`config.mk`:
```
export PLATFORM = sky130hd
export DESIGN_NAME = sleep_ctrl
export DESIGN_NICKNAME = d
export VERILOG_FILES = /design/src/rtl/sleep_ctrl.sv
export SDC_FILE = /design/constraint.sdc
export NUM_CORES = 1
export LEC_CHECK = 0
export BUFFER_PORTS_ARGS = -buffer_cell sky130_fd_sc_hd__buf_2
export CELL_PAD_IN_SITES_DETAIL_PLACEMENT = 0
export CELL_PAD_IN_SITES_GLOBAL_PLACEMENT = 1
export CORE_UTILIZATION = 25
export DETAILED_ROUTE_END_ITERATION = 6
export PLACE_DENSITY = 0.55
export SYNTH_ARGS = -nofsm -noshare
export SYNTH_HDL_FRONTEND = slang
export SYNTH_SLANG_ARGS = --single-unit
```
`constraint.sdc`:
```
create_clock -name clk -period 3.2 [get_ports clk]
set_clock_uncertainty 0.15 [all_clocks]
set_input_delay 0.8 -clock clk [delete_from_list [all_inputs] [get_ports clk]]
set_output_delay 0.8 -clock clk [all_outputs]
set_load 0.02 [all_outputs]
```
`src/rtl/sleep_ctrl.sv`:
```
// Always-on LFOSC-domain power manager: turns CPU WFI stalls into HFOSC clock-off requests,
// wakes on interrupt or timer expiry, and releases the CPU once the oscillator reports ready.
module sleep_ctrl #(
  parameter int HOLDOFF       = 4,
  parameter int WAKE_TICKS    = 10000,
  parameter int READY_TIMEOUT = 8
) (
  input  logic       clk,
  input  logic       rst,
  input  logic       wfi_req,
  input  logic       wake_irq,
  input  logic       timer_en,
  input  logic       osc_ready,
  output logic       clk_req,
  output logic       cpu_run,
  output logic [1:0] wake_cause,
  output logic       osc_fault
);

  localparam int HW = (HOLDOFF > 1) ? $clog2(HOLDOFF) : 1;
  localparam int RW = (READY_TIMEOUT > 1) ? $clog2(READY_TIMEOUT) : 1;
  localparam logic [HW-1:0] HOLD_LAST = HW'(HOLDOFF - 1);
  localparam logic [RW-1:0] RDY_LAST  = RW'(READY_TIMEOUT - 1);
  localparam logic [15:0]   TICK_LAST = 16'(WAKE_TICKS - 1);

  typedef enum logic [1:0] {
    ST_ACTIVE = 2'b00,
    ST_SLEEP  = 2'b01,
    ST_WAKE   = 2'b10
  } state_e;

  state_e          state_q, state_d;
  logic [1:0]      wfi_sync_q, wfi_sync_d;
  logic [1:0]      irq_sync_q, irq_sync_d;
  logic [1:0]      rdy_sync_q, rdy_sync_d;
  logic [HW-1:0]   hold_cnt_q, hold_cnt_d;
  logic [15:0]     sleep_cnt_q, sleep_cnt_d;
  logic [RW-1:0]   rdy_cnt_q, rdy_cnt_d;
  logic            armed_q, armed_d;
  logic            clk_req_q, clk_req_d;
  logic            cpu_run_q, cpu_run_d;
  logic [1:0]      wake_cause_q, wake_cause_d;
  logic            osc_fault_q, osc_fault_d;
  logic            wfi_s, irq_s, rdy_s;
  logic            hold_cond, expiry;

  assign wfi_s = wfi_sync_q[1];
  assign irq_s = irq_sync_q[1];
  assign rdy_s = rdy_sync_q[1];

  // State register, synchronizers, counters and registered outputs
  always_ff @(posedge clk) begin
    if (rst) begin
      state_q      <= ST_WAKE;
      wfi_sync_q   <= 2'b00;
      irq_sync_q   <= 2'b00;
      rdy_sync_q   <= 2'b00;
      hold_cnt_q   <= '0;
      sleep_cnt_q  <= 16'd0;
      rdy_cnt_q    <= '0;
      armed_q      <= 1'b0;
      clk_req_q    <= 1'b1;
      cpu_run_q    <= 1'b0;
      wake_cause_q <= 2'b00;
      osc_fault_q  <= 1'b0;
    end else begin
      state_q      <= state_d;
      wfi_sync_q   <= wfi_sync_d;
      irq_sync_q   <= irq_sync_d;
      rdy_sync_q   <= rdy_sync_d;
      hold_cnt_q   <= hold_cnt_d;
      sleep_cnt_q  <= sleep_cnt_d;
      rdy_cnt_q    <= rdy_cnt_d;
      armed_q      <= armed_d;
      clk_req_q    <= clk_req_d;
      cpu_run_q    <= cpu_run_d;
      wake_cause_q <= wake_cause_d;
      osc_fault_q  <= osc_fault_d;
    end
  end

  // Next-state, counter and output decode
  always_comb begin
    wfi_sync_d   = {wfi_sync_q[0], wfi_req};
    irq_sync_d   = {irq_sync_q[0], wake_irq};
    rdy_sync_d   = {rdy_sync_q[0], osc_ready};
    state_d      = state_q;
    hold_cnt_d   = hold_cnt_q;
    sleep_cnt_d  = sleep_cnt_q;
    rdy_cnt_d    = rdy_cnt_q;
    armed_d      = armed_q;
    wake_cause_d = wake_cause_q;
    osc_fault_d  = 1'b0;
    hold_cond    = wfi_s & armed_q & ~irq_s;
    expiry       = timer_en & (sleep_cnt_q == TICK_LAST);
    // Outputs follow the registered state, so they switch one edge after it
    clk_req_d    = (state_q != ST_SLEEP);
    cpu_run_d    = (state_q == ST_ACTIVE);

    case (state_q)
      ST_ACTIVE: begin
        if (!rdy_s) begin
          state_d     = ST_WAKE;
          osc_fault_d = 1'b1;
          rdy_cnt_d   = '0;
          hold_cnt_d  = '0;
          armed_d     = 1'b0;
        end else begin
          if (!wfi_s) begin
            armed_d = 1'b1;
          end else begin
            armed_d = armed_q;
          end
          if (hold_cond && (hold_cnt_q == HOLD_LAST)) begin
            state_d      = ST_SLEEP;
            sleep_cnt_d  = 16'd0;
            armed_d      = 1'b0;
            wake_cause_d = 2'b00;
            hold_cnt_d   = '0;
          end else if (hold_cond) begin
            hold_cnt_d = hold_cnt_q + HW'(1);
          end else begin
            hold_cnt_d = '0;
          end
        end
      end
      ST_SLEEP: begin
        if (irq_s || expiry) begin
          state_d      = ST_WAKE;
          wake_cause_d = {expiry, irq_s};
          rdy_cnt_d    = '0;
        end else if (timer_en) begin
          sleep_cnt_d = sleep_cnt_q + 16'd1;
        end else begin
          sleep_cnt_d = sleep_cnt_q;
        end
      end
      ST_WAKE: begin
        if (rdy_s) begin
          state_d    = ST_ACTIVE;
          hold_cnt_d = '0;
        end else if (rdy_cnt_q == RDY_LAST) begin
          osc_fault_d = 1'b1;
          rdy_cnt_d   = '0;
        end else begin
          rdy_cnt_d = rdy_cnt_q + RW'(1);
        end
      end
      default: begin
        state_d   = ST_WAKE;
        rdy_cnt_d = '0;
      end
    endcase
  end

  assign clk_req    = clk_req_q;
  assign cpu_run    = cpu_run_q;
  assign wake_cause = wake_cause_q;
  assign osc_fault  = osc_fault_q;

endmodule

```
==> metrics.csv, run 1 <==
stage;metric;value;unit
clock_tree;clk_pin_slew;0.07;ns
yosys;ys_top_cells_by_area;dfxtp_1 43%, o21ai_0 4.9%, o31ai_1 4.6%, a21oi_1 4.0%, nor2_1 3.5%;
critical_path;r2r_start;sleep_cnt_q[0];
placement;portBuffers;10;
worst_hold_path;hold_start;irq_sync_q[0];
yosys;synth_edf_count;0;
timing;setup_violations;0;
yosys;synth_nets;193;
yosys;yosys.area.top_type;dfxtp_1;
clock_tree;cts_buffer_depth;2;
placement;dp.cells;261;
run_status;status;complete, no violations;
critical_path;end_kind;register;
timing;hold_viol_final;0;
timing;worst_pin_slew;0.633;ns
timing;finalCritPeriodShare;69.8;%
global_route;grt_max_degree;28;
final_layout;fin_cells;269;
timing;drv_slew;0;
clock_tree;cts_tree;built;
die;die_h;82.7;µm
clock_tree;cts_buffers;5;
global_route;busiest_layer;met2;
power_and_ir_drop;vdd_drop_max;0.000208;V
drt;vias;1338;
global_route;grt_use_met3;3.08;%
yosys;synth_top_area_share;43.0;%
final_layout;area_growth;13.2;%
timing;period_needed;2.23;ns
clock_tree;cts-root-buf;clkbuf_8;
die;die_w;82.7;µm
yosys;synthFlopType;dfxtp_1;
global_route;grt_antenna_before_repair;0;
power_and_ir_drop;p_leak;0.641;nW
placement;hpwl;2.39;mm
timing;grt_setup_unrepaired;false;
worst_hold_path;hold_class;register to register;
clock_tree;ctsResizeCount;0;
global_route;grt_pass1_wl;5.74;mm
yosys;syn_inst;183;
timing;fin_setup_tns;0;ns
critical_path;crit_required;3.25;ns
clock_tree;hold_buffers;0;
final_layout;fin_nets;201;
global_route;met2_usage;16.8;%
power_and_ir_drop;power_density;477;mW/mm²
yosys;synth_warnings;0;
global_route;grt_overflow;0;
die;core_area;0.00631;mm²
global_route;use_met1;14.9;%
worst_hold_path;hold_path_end;irq_sync_q[1];
critical_path;r2r_cells;6;
clock_tree;clkLatencyLatePin;0.29;ns
clock_tree;cts.sinks;35;
drt;drc_errors;0;
job;cap_violations;0;
global_route;grt_usage;11.3;%
critical_path;cp-start-kind;register;
yosys;synth-seq-cells;35;
yosys;ys_seq_area_share;43.0;%
yosys;synth_cell_types;41;
final_layout;drive_above_1_share;13.0;%
final_layout;fill_cells;704;
global_route;grt_pass1_vias;1178;
drt;wl;3.52;mm
critical_path;worst_ep_arrival_time;2.28;ns
clock_tree;post-cts-setup-buffer-count;0;
yosys;synthArstFlopShare;0;%
timing;relSlewSlack;57.7;%
yosys;avgSynthCellArea;8.90;µm²
die;die_area;0.00684;mm²
drt;firstDrtPassIters;4;
critical_path;path_class;register to register;
die;start_util;25.8;%
die;ioPinCount;11;
critical_path;r2r_end;sleep_cnt_q[15];
timing;max_freq;0.448;GHz
yosys;synth.cell_area;0.00163;mm²
clock_tree;cts.htree.levels;2;
worst_hold_path;min_path_cells;1;
final_layout;num_antenna_cells;0;
placement;place.gp.congestion;0.676;
drt;routedWlPerCell;13.1;µm
die;fp-row-count;29;
drt;drt_iter0_drc;58;
critical_path;worst-path-max-fanout;10;
drt;ant_nets;0;
drt;via_per_inst;4.97;
critical_path;r2r_slack;0.97;ns
## worst max-delay path: stages (launching register included)
cell and delay, ns:
dfxtp_1 0.41, ha_1 0.23, and4b_1 0.28, nand4_4 0.17
a211oi_2 0.61, o21ai_0 0.20, o31ai_1 0.09
## metrics by stage
stage          instance area, µm²  hold WS (ns)  setup slack (ns)  power (W)  utilization (%)
2_1_floorplan                1630         0.264              1.16   0.000480                -
3_3_place_gp                 1730         0.272             0.740   0.000489             27.4
3_5_place_dp                 1730         0.276             0.736   0.000489             27.4
4_1_cts                      1840         0.296             0.908   0.000900             29.2
5_1_grt                      1840         0.307             0.683   0.000920             29.2
6_report                     1840         0.291             0.968   0.000879             29.2
## layout by cell type, fill, tap and decap left out, types with 3 or more instances in the layout
cell      synthesis  layout
a21oi_1          13      13
a31oi_1           3       3
buf_2             2      10
clkbuf_8          0       5
dfxtp_1          35      35
ha_1              4       4
inv_1             4       4
mux2i_1           3       3
nand2_1          11      11
nand2b_1          5       5
nand3_1           8       8
nand3b_1          3       3
nor2_1           15      15
nor2b_1           9       9
nor3_1            5       5
nor4_1            3       3
o21ai_0          16      16
o31ai_1          10      10
## Yosys cell counts (all sizes together), types with 2 or more instances
library cell  count
o31ai            10
nor3b             2
buf               4
mux2i             3
and2              2
a211oi            3
ha                4
a31oi             3
and4bb            2
nor3              5
nand4b            2
nor4              3
dfxtp            35
nand2b            5
clkbuf            5
inv               4
a21oi            13
nand4             3
nand3             8
nor2             15
o21ai            16
nand2            11
a311oi            2
or2               2
nor2b             9
a41oi             2
nand3b            3
## cell type report
type                    count  area, µm²  share of cell area [%]
clock buffers               5       68.8                    3.73
clock inverters             3       43.8                    2.38
inverters                   4       15.0                   0.815
multi-input cells         135        868                    47.1
flip-flops and latches     35        701                    38.0
well taps                  77       96.3                    5.23
repair buffers             10       50.0                    2.72
## layer usage
layer  vias to the layer above  wire length, µm
li1                        687                -
met1                       624             1850
met2                        21             1500
met3                         6              108
met4                         0               71
met5                         -                0
## report_power, final
group	switching [W]	total, W	internal [W]
Sequential	0.00000522	0.000449	0.000443
Clock	0.000169	0.000401	0.000232
Combinational	0.0000155	0.0000294	0.0000139
Total	0.000189	0.000879	0.000689
## kinds of logic after synthesis
| family | synth area share [%] |
|---|---|
| compound gates | 19.7 |
| flops | 43.0 |
| fa+ha+maj | 3.07 |
| simple gates | 28.7 |
| mux | 1.84 |
| buf+inv | 3.61 |
## registers in the layout (all words and copies together) (netlist names)
| register | cells |
|---|---|
| hold_cnt_q | 2 |
| wake_cause | 2 |
| osc_fault | 1 |
| clk_req | 1 |
| irq_sync_q | 2 |
| sleep_cnt_q | 16 |
| cpu_run | 1 |
| rdy_sync_q | 2 |
| wfi_sync_q | 2 |
| rdy_cnt_q | 3 |
| armed_q | 1 |
| state_q | 2 |
## worst max-delay path by stage
stage | from | to | slack [ns] | cells after the start
2_1_floorplan | timer_en | sleep_cnt_q[6] | 1.16 | 5
3_3_place_gp | timer_en | sleep_cnt_q[8] | 0.74 | 6
3_5_place_dp | timer_en | sleep_cnt_q[9] | 0.74 | 6
4_1_cts | state_q[0] | sleep_cnt_q[15] | 0.91 | 5
5_1_grt | state_q[0] | sleep_cnt_q[14] | 0.68 | 5
6_report | sleep_cnt_q[0] | sleep_cnt_q[15] | 0.97 | 6
Note: power is estimated with default switching activity, not from simulation.
==> run 2: changes to the inputs <==
Clock period 3.2 ns to 2.1 ns, I/O delays scaled along.
==> run 2 against run 1 <==
Final area grew 7.9%; critical endpoint is now sleep_cnt_q[3]; combinational power grew 74%; non-clock buffer count grew 18; utilization grew 2.3 points; via count grew 3.7%; clock power grew 63%; setup slack lost 0.80 ns; sequential share of layout area shrank 2.7 points; register-to-register slack lost 0.80 ns; largest power group unchanged; fmax grew 16%.
==> metrics.csv, run 2 (same netlist as run 1, synthesis figures left out) <==
stage;metric;value;unit
final_layout;largestRegisters;sleep_cnt_q: 16 flops, rdy_cnt_q: 3 flops;
placement;place.gp.congestion;0.726;
clock_tree;cts_tree;built;
die;fp-row-count;29;
final_layout;largest_reg_flops;16;
critical_path;cp-start-kind;register;
clock_tree;post-cts-setup-buffer-count;0;
die;core_area;0.00631;mm²
critical_path;cp_cell_sequence;ha_1, and4b_1, nand4_4, and2_4, or2_1, a311oi_1;
critical_path;slowest_delay;0.37;ns
final_layout;num_antenna_cells;0;
die;ioPinCount;11;
power_and_ir_drop;power_density;698;mW/mm²
placement;placed_area;0.00187;mm²
power_and_ir_drop;combPwrFrac;3.7;%
drt;wl;3.73;mm
critical_path;slowest_stage;dfxtp_2;
drt;drc_errors;0;
power_and_ir_drop;power_switching;0.000295;W
timing;setup_violations;0;
global_route;grt_pass1_vias;1323;
final_layout;stdcell_area;0.00199;mm²
placement;hpwl;2.72;mm
clock_tree;cts.htree.levels;2;
final_layout;layout.cells.most_common;dfxtp_1;
critical_path;crit_required;2.16;ns
critical_path;worst_ep_arrival_time;1.99;ns
global_route;grt_pass1_wl;6.23;mm
timing;relSlewSlack;74.0;%
critical_path;cp_top_family;simple AND/OR/NAND/NOR gates;
timing;period_needed;1.93;ns
placement;portBuffers;10;
timing;hold_viol_final;0;
power_and_ir_drop;swShare;21.3;%
die;die_h;82.7;µm
final_layout;drive_above_1_share;21.0;%
drt;drt_iter0_drc;32;
critical_path;path_buf_inv;0;
drt;vias;1388;
timing;max_freq;0.518;GHz
global_route;grt_usage;12.4;%
drt;via_per_inst;4.84;
worst_hold_path;hold_class;register to register;
power_and_ir_drop;p_int;0.00109;W
run_status;status;complete, no violations;
drt;ant_nets;0;
drt;firstDrtPassIters;4;
power_and_ir_drop;p_leak;0.735;nW
power_and_ir_drop;power_frac_clock;47.1;%
final_layout;final_core_util;31.5;%
global_route;grt_max_degree;16;
clock_tree;cts_buffer_depth;2;
final_layout;final_cell_mix;34 x dfxtp_1, 18 x buf_4, 16 x o21ai_0;
global_route;grt_overflow;0;
timing;drv_slew;0;
drt;routedWlPerCell;13.0;µm
die;die_area;0.00684;mm²
critical_path;end_kind;register;
final_layout;fin_nets;219;
power_and_ir_drop;vdd_drop_max;0.000388;V
timing;fin_setup_tns;0;ns
job;cap_violations;0;
timing;fin_hold_ws;0.288;ns
critical_path;path_class;register to register;
timing;worst_pin_slew;0.387;ns
power_and_ir_drop;p_seq_share;49.2;%
clock_tree;clkLatencyLatePin;0.29;ns
timing;finalCritPeriodShare;92.0;%
critical_path;worst-path-max-fanout;7;
clock_tree;clk_pin_slew;0.08;ns
final_layout;largest-register;sleep_cnt_q;
die;start_util;25.8;%
clock_tree;cts-root-buf;clkbuf_8;
clock_tree;cts.sinks;35;
clock_tree;cts_buffers;5;
timing;grt_setup_unrepaired;false;
die;die_w;82.7;µm
global_route;grt_antenna_before_repair;0;
final_layout;area_growth;22.1;%
==> run 2: layout make-up <==
cell class                      instances  area, µm²
Sequential cell                        35        702
Clock buffer                            6       82.6
Multi-Input combinational cell        135        868
Tap cell                               77       96.3
Fill cell                             694       4330
Clock inverter                          2       38.8
Inverter                                4       15.0
Timing Repair Buffer                   28        185
==> run 2: metrics by stage <==
step | total power [W] | setup slack [ns] | std cells
2_1_floorplan | 0.000731 | 0.276 | 183
3_3_place_gp | 0.000751 | 0.155 | 279
3_5_place_dp | 0.000751 | 0.0904 | 279
4_1_cts | 0.00142 | 0.0866 | 287
5_1_grt | 0.00144 | 0.0467 | 287
6_report | 0.00139 | 0.169 | 287
==> run 2: timing repair <==
| item | in CTS | in global routing |
|---|---|---|
| gates resized for setup | 0 | 1 |
| setup endpoints to repair | 0 | 6 |
| hold buffers | 0 | 0 |
==> run 2: final timing paths <==
path,start,endpoint,slack [ns],cells past startpoint
max,sleep_cnt_q[0],sleep_cnt_q[3],0.17,6
min reg2reg,rdy_sync_q[0],rdy_sync_q[1],0.29,1
max reg2reg,sleep_cnt_q[0],sleep_cnt_q[3],0.17,6
min,rdy_sync_q[0],rdy_sync_q[1],0.29,1
==> run 2: layer usage <==
layer  global-route usage (%)  share of wire (%)  vias to the layer above
met3                     3.30                3.6                        4
met2                     20.6                 47                       24
met1                     15.0                 48                      643
met5                        0                  0                        -
met4                     5.17                1.3                        0
li1                         -                  -                      717
==> run 2: power by group through the flow <==
stage                      logic, W  clock network [W]  registers [W]
after floorplan           0.0000340                  0       0.000697
after global placement    0.0000521                  0       0.000699
after detailed placement  0.0000524                  0       0.000699
after CTS                 0.0000528           0.000681       0.000683
after global routing      0.0000589           0.000699       0.000684
final                     0.0000513           0.000653       0.000683
==> run 2: worst register-to-register path, cell delays in order (launching register included) <==
cell	delay, ns
dfxtp_2	0.37
ha_1	0.21
and4b_1	0.26
nand4_4	0.17
and2_4	0.23
or2_1	0.22
a311oi_1	0.24
==> run 3: changes to the inputs <==
Settings changed: RECOVER_POWER from default to 25.
==> run 3 against run 2 <==
Utilization shrank 0.079 points; die area is the same; non-clock buffer count is the same; critical path depth is the same; setup slack lost 0.0016 ns.
==> metrics.csv, run 3 (same netlist as run 1, synthesis figures left out) <==
stage;metric;value;unit
run_status;status;complete, no violations;
critical_path;crit_required;2.15;ns
die;core_area;0.00631;mm²
power_and_ir_drop;vdd_drop_max;0.000388;V
timing;fin_hold_ws;0.288;ns
global_route;grt_pass1_vias;1323;
clock_tree;cts_tree;built;
worst_hold_path;hold_class;register to register;
global_route;grt_antenna_before_repair;0;
critical_path;end_kind;register;
drt;routedWlPerCell;13.0;µm
final_layout;largest_reg_flops;16;
clock_tree;clk_pin_slew;0.08;ns
final_layout;drive_above_1_share;20.0;%
timing;setup_violations;0;
clock_tree;cts_buffers;5;
timing;period_needed;1.93;ns
timing;finalCritPeriodShare;92.0;%
critical_path;path_class;register to register;
power_and_ir_drop;power_density;699;mW/mm²
placement;dp.cells;279;
critical_path;cp-start-kind;register;
final_layout;largestRegisters;sleep_cnt_q: 16 flops, rdy_cnt_q: 3 flops;
final_layout;largest-register;sleep_cnt_q;
global_route;grt_max_degree;16;
timing;relSlewSlack;59.0;%
critical_path;worst-path-max-fanout;7;
final_layout;num_antenna_cells;0;
final_layout;area_growth;21.8;%
clock_tree;cts.htree.levels;2;
timing;max_freq;0.517;GHz
final_layout;layout.cells.most_common;dfxtp_1;
final_layout;fin_cells;287;
drt;via_per_inst;4.80;
placement;hpwl;2.72;mm
critical_path;worst_ep_arrival_time;1.99;ns
die;start_util;25.8;%
final_layout;fin_nets;219;
die;die_h;82.7;µm
placement;portBuffers;10;
clock_tree;clkLatencyLatePin;0.29;ns
global_route;grt_usage;12.4;%
placement;place.gp.congestion;0.726;
timing;worst_pin_slew;0.616;ns
power_and_ir_drop;p_leak;0.728;nW
timing;hold_viol_final;0;
final_layout;fill_cells;694;
clock_tree;cts_buffer_depth;2;
drt;ant_nets;0;
final_layout;final_core_util;31.4;%
clock_tree;cts.sinks;35;
clock_tree;post-cts-setup-buffer-count;0;
global_route;grt_pass1_wl;6.23;mm
die;die_area;0.00684;mm²
drt;drt_iter0_drc;32;
global_route;grt_overflow;0;
timing;drv_slew;0;
drt;drc_errors;0;
drt;vias;1377;
clock_tree;cts-root-buf;clkbuf_8;
final_layout;final_cell_mix;34 x dfxtp_1, 17 x buf_4, 16 x o21ai_0;
drt;wl;3.73;mm
job;cap_violations;0;
die;ioPinCount;11;
timing;grt_setup_unrepaired;false;
timing;fin_setup_tns;0;ns
die;fp-row-count;29;
die;die_w;82.7;µm
drt;firstDrtPassIters;4;
-- run 3: metrics by stage --
step | worst slack [ns] | cell area [µm²] | power (W)
floorplan | 0.276 | 1630 | 0.000731
global placement | 0.155 | 1870 | 0.000751
detailed placement | 0.0904 | 1870 | 0.000751
finish | 0.167 | 1980 | 0.00139
CTS | 0.0866 | 1990 | 0.00142
global route | 0.0302 | 1980 | 0.00144
-- run 3: worst max-delay path, stage by stage, from the launching register on --
cell      delay, ns
dfxtp_2        0.37
ha_1           0.21
and4b_1        0.26
nand4_4        0.17
and2_4         0.23
or2_1          0.22
a311oi_1       0.24
-- run 3: path summary, 6_finish.rpt --
kind	startpoint	end	slack (ns)	cells after the start
worst max-delay path	sleep_cnt_q[0]	sleep_cnt_q[3]	0.17	6
worst min-delay path	rdy_sync_q[0]	rdy_sync_q[1]	0.29	1
worst max register to register	sleep_cnt_q[0]	sleep_cnt_q[3]	0.17	6
worst min register to register	rdy_sync_q[0]	rdy_sync_q[1]	0.29	1
-- run 3: layout make-up --
type,count,area (µm²),area share [%]
Tap cell,77,96.3,4.86
Sequential cell,35,702,35.4
Clock inverter,2,38.8,1.96
Inverter,4,15.0,0.757
Clock buffer,6,82.6,4.16
Timing Repair Buffer,28,180,9.09
Multi-Input combinational cell,135,868,43.8
-- run 3: layer usage --
metal / GRT usage (%) / vias to the layer above / part of all wire, %
met5: 0 / - / 0
met4: 5.17 / 0 / 1.3
met3: 3.30 / 4 / 3.5
met2: 20.6 / 22 / 47
met1: 15.0 / 634 / 48
li1: - / 717 / -
-- run 3: timing repair --
item,CTS,global route
endpoints found under the setup margin,0,6
gates resized for setup,0,1
hold buffers,0,0
-- run 3: power breakdown --
group | leakage [nW] | internal [W] | switching [W]
registers | 0.285 | 0.000676 | 0.00000698
clock network | 0.0618 | 0.000391 | 0.000263
logic | 0.382 | 0.0000246 | 0.0000256
total | 0.728 | 0.00109 | 0.000295
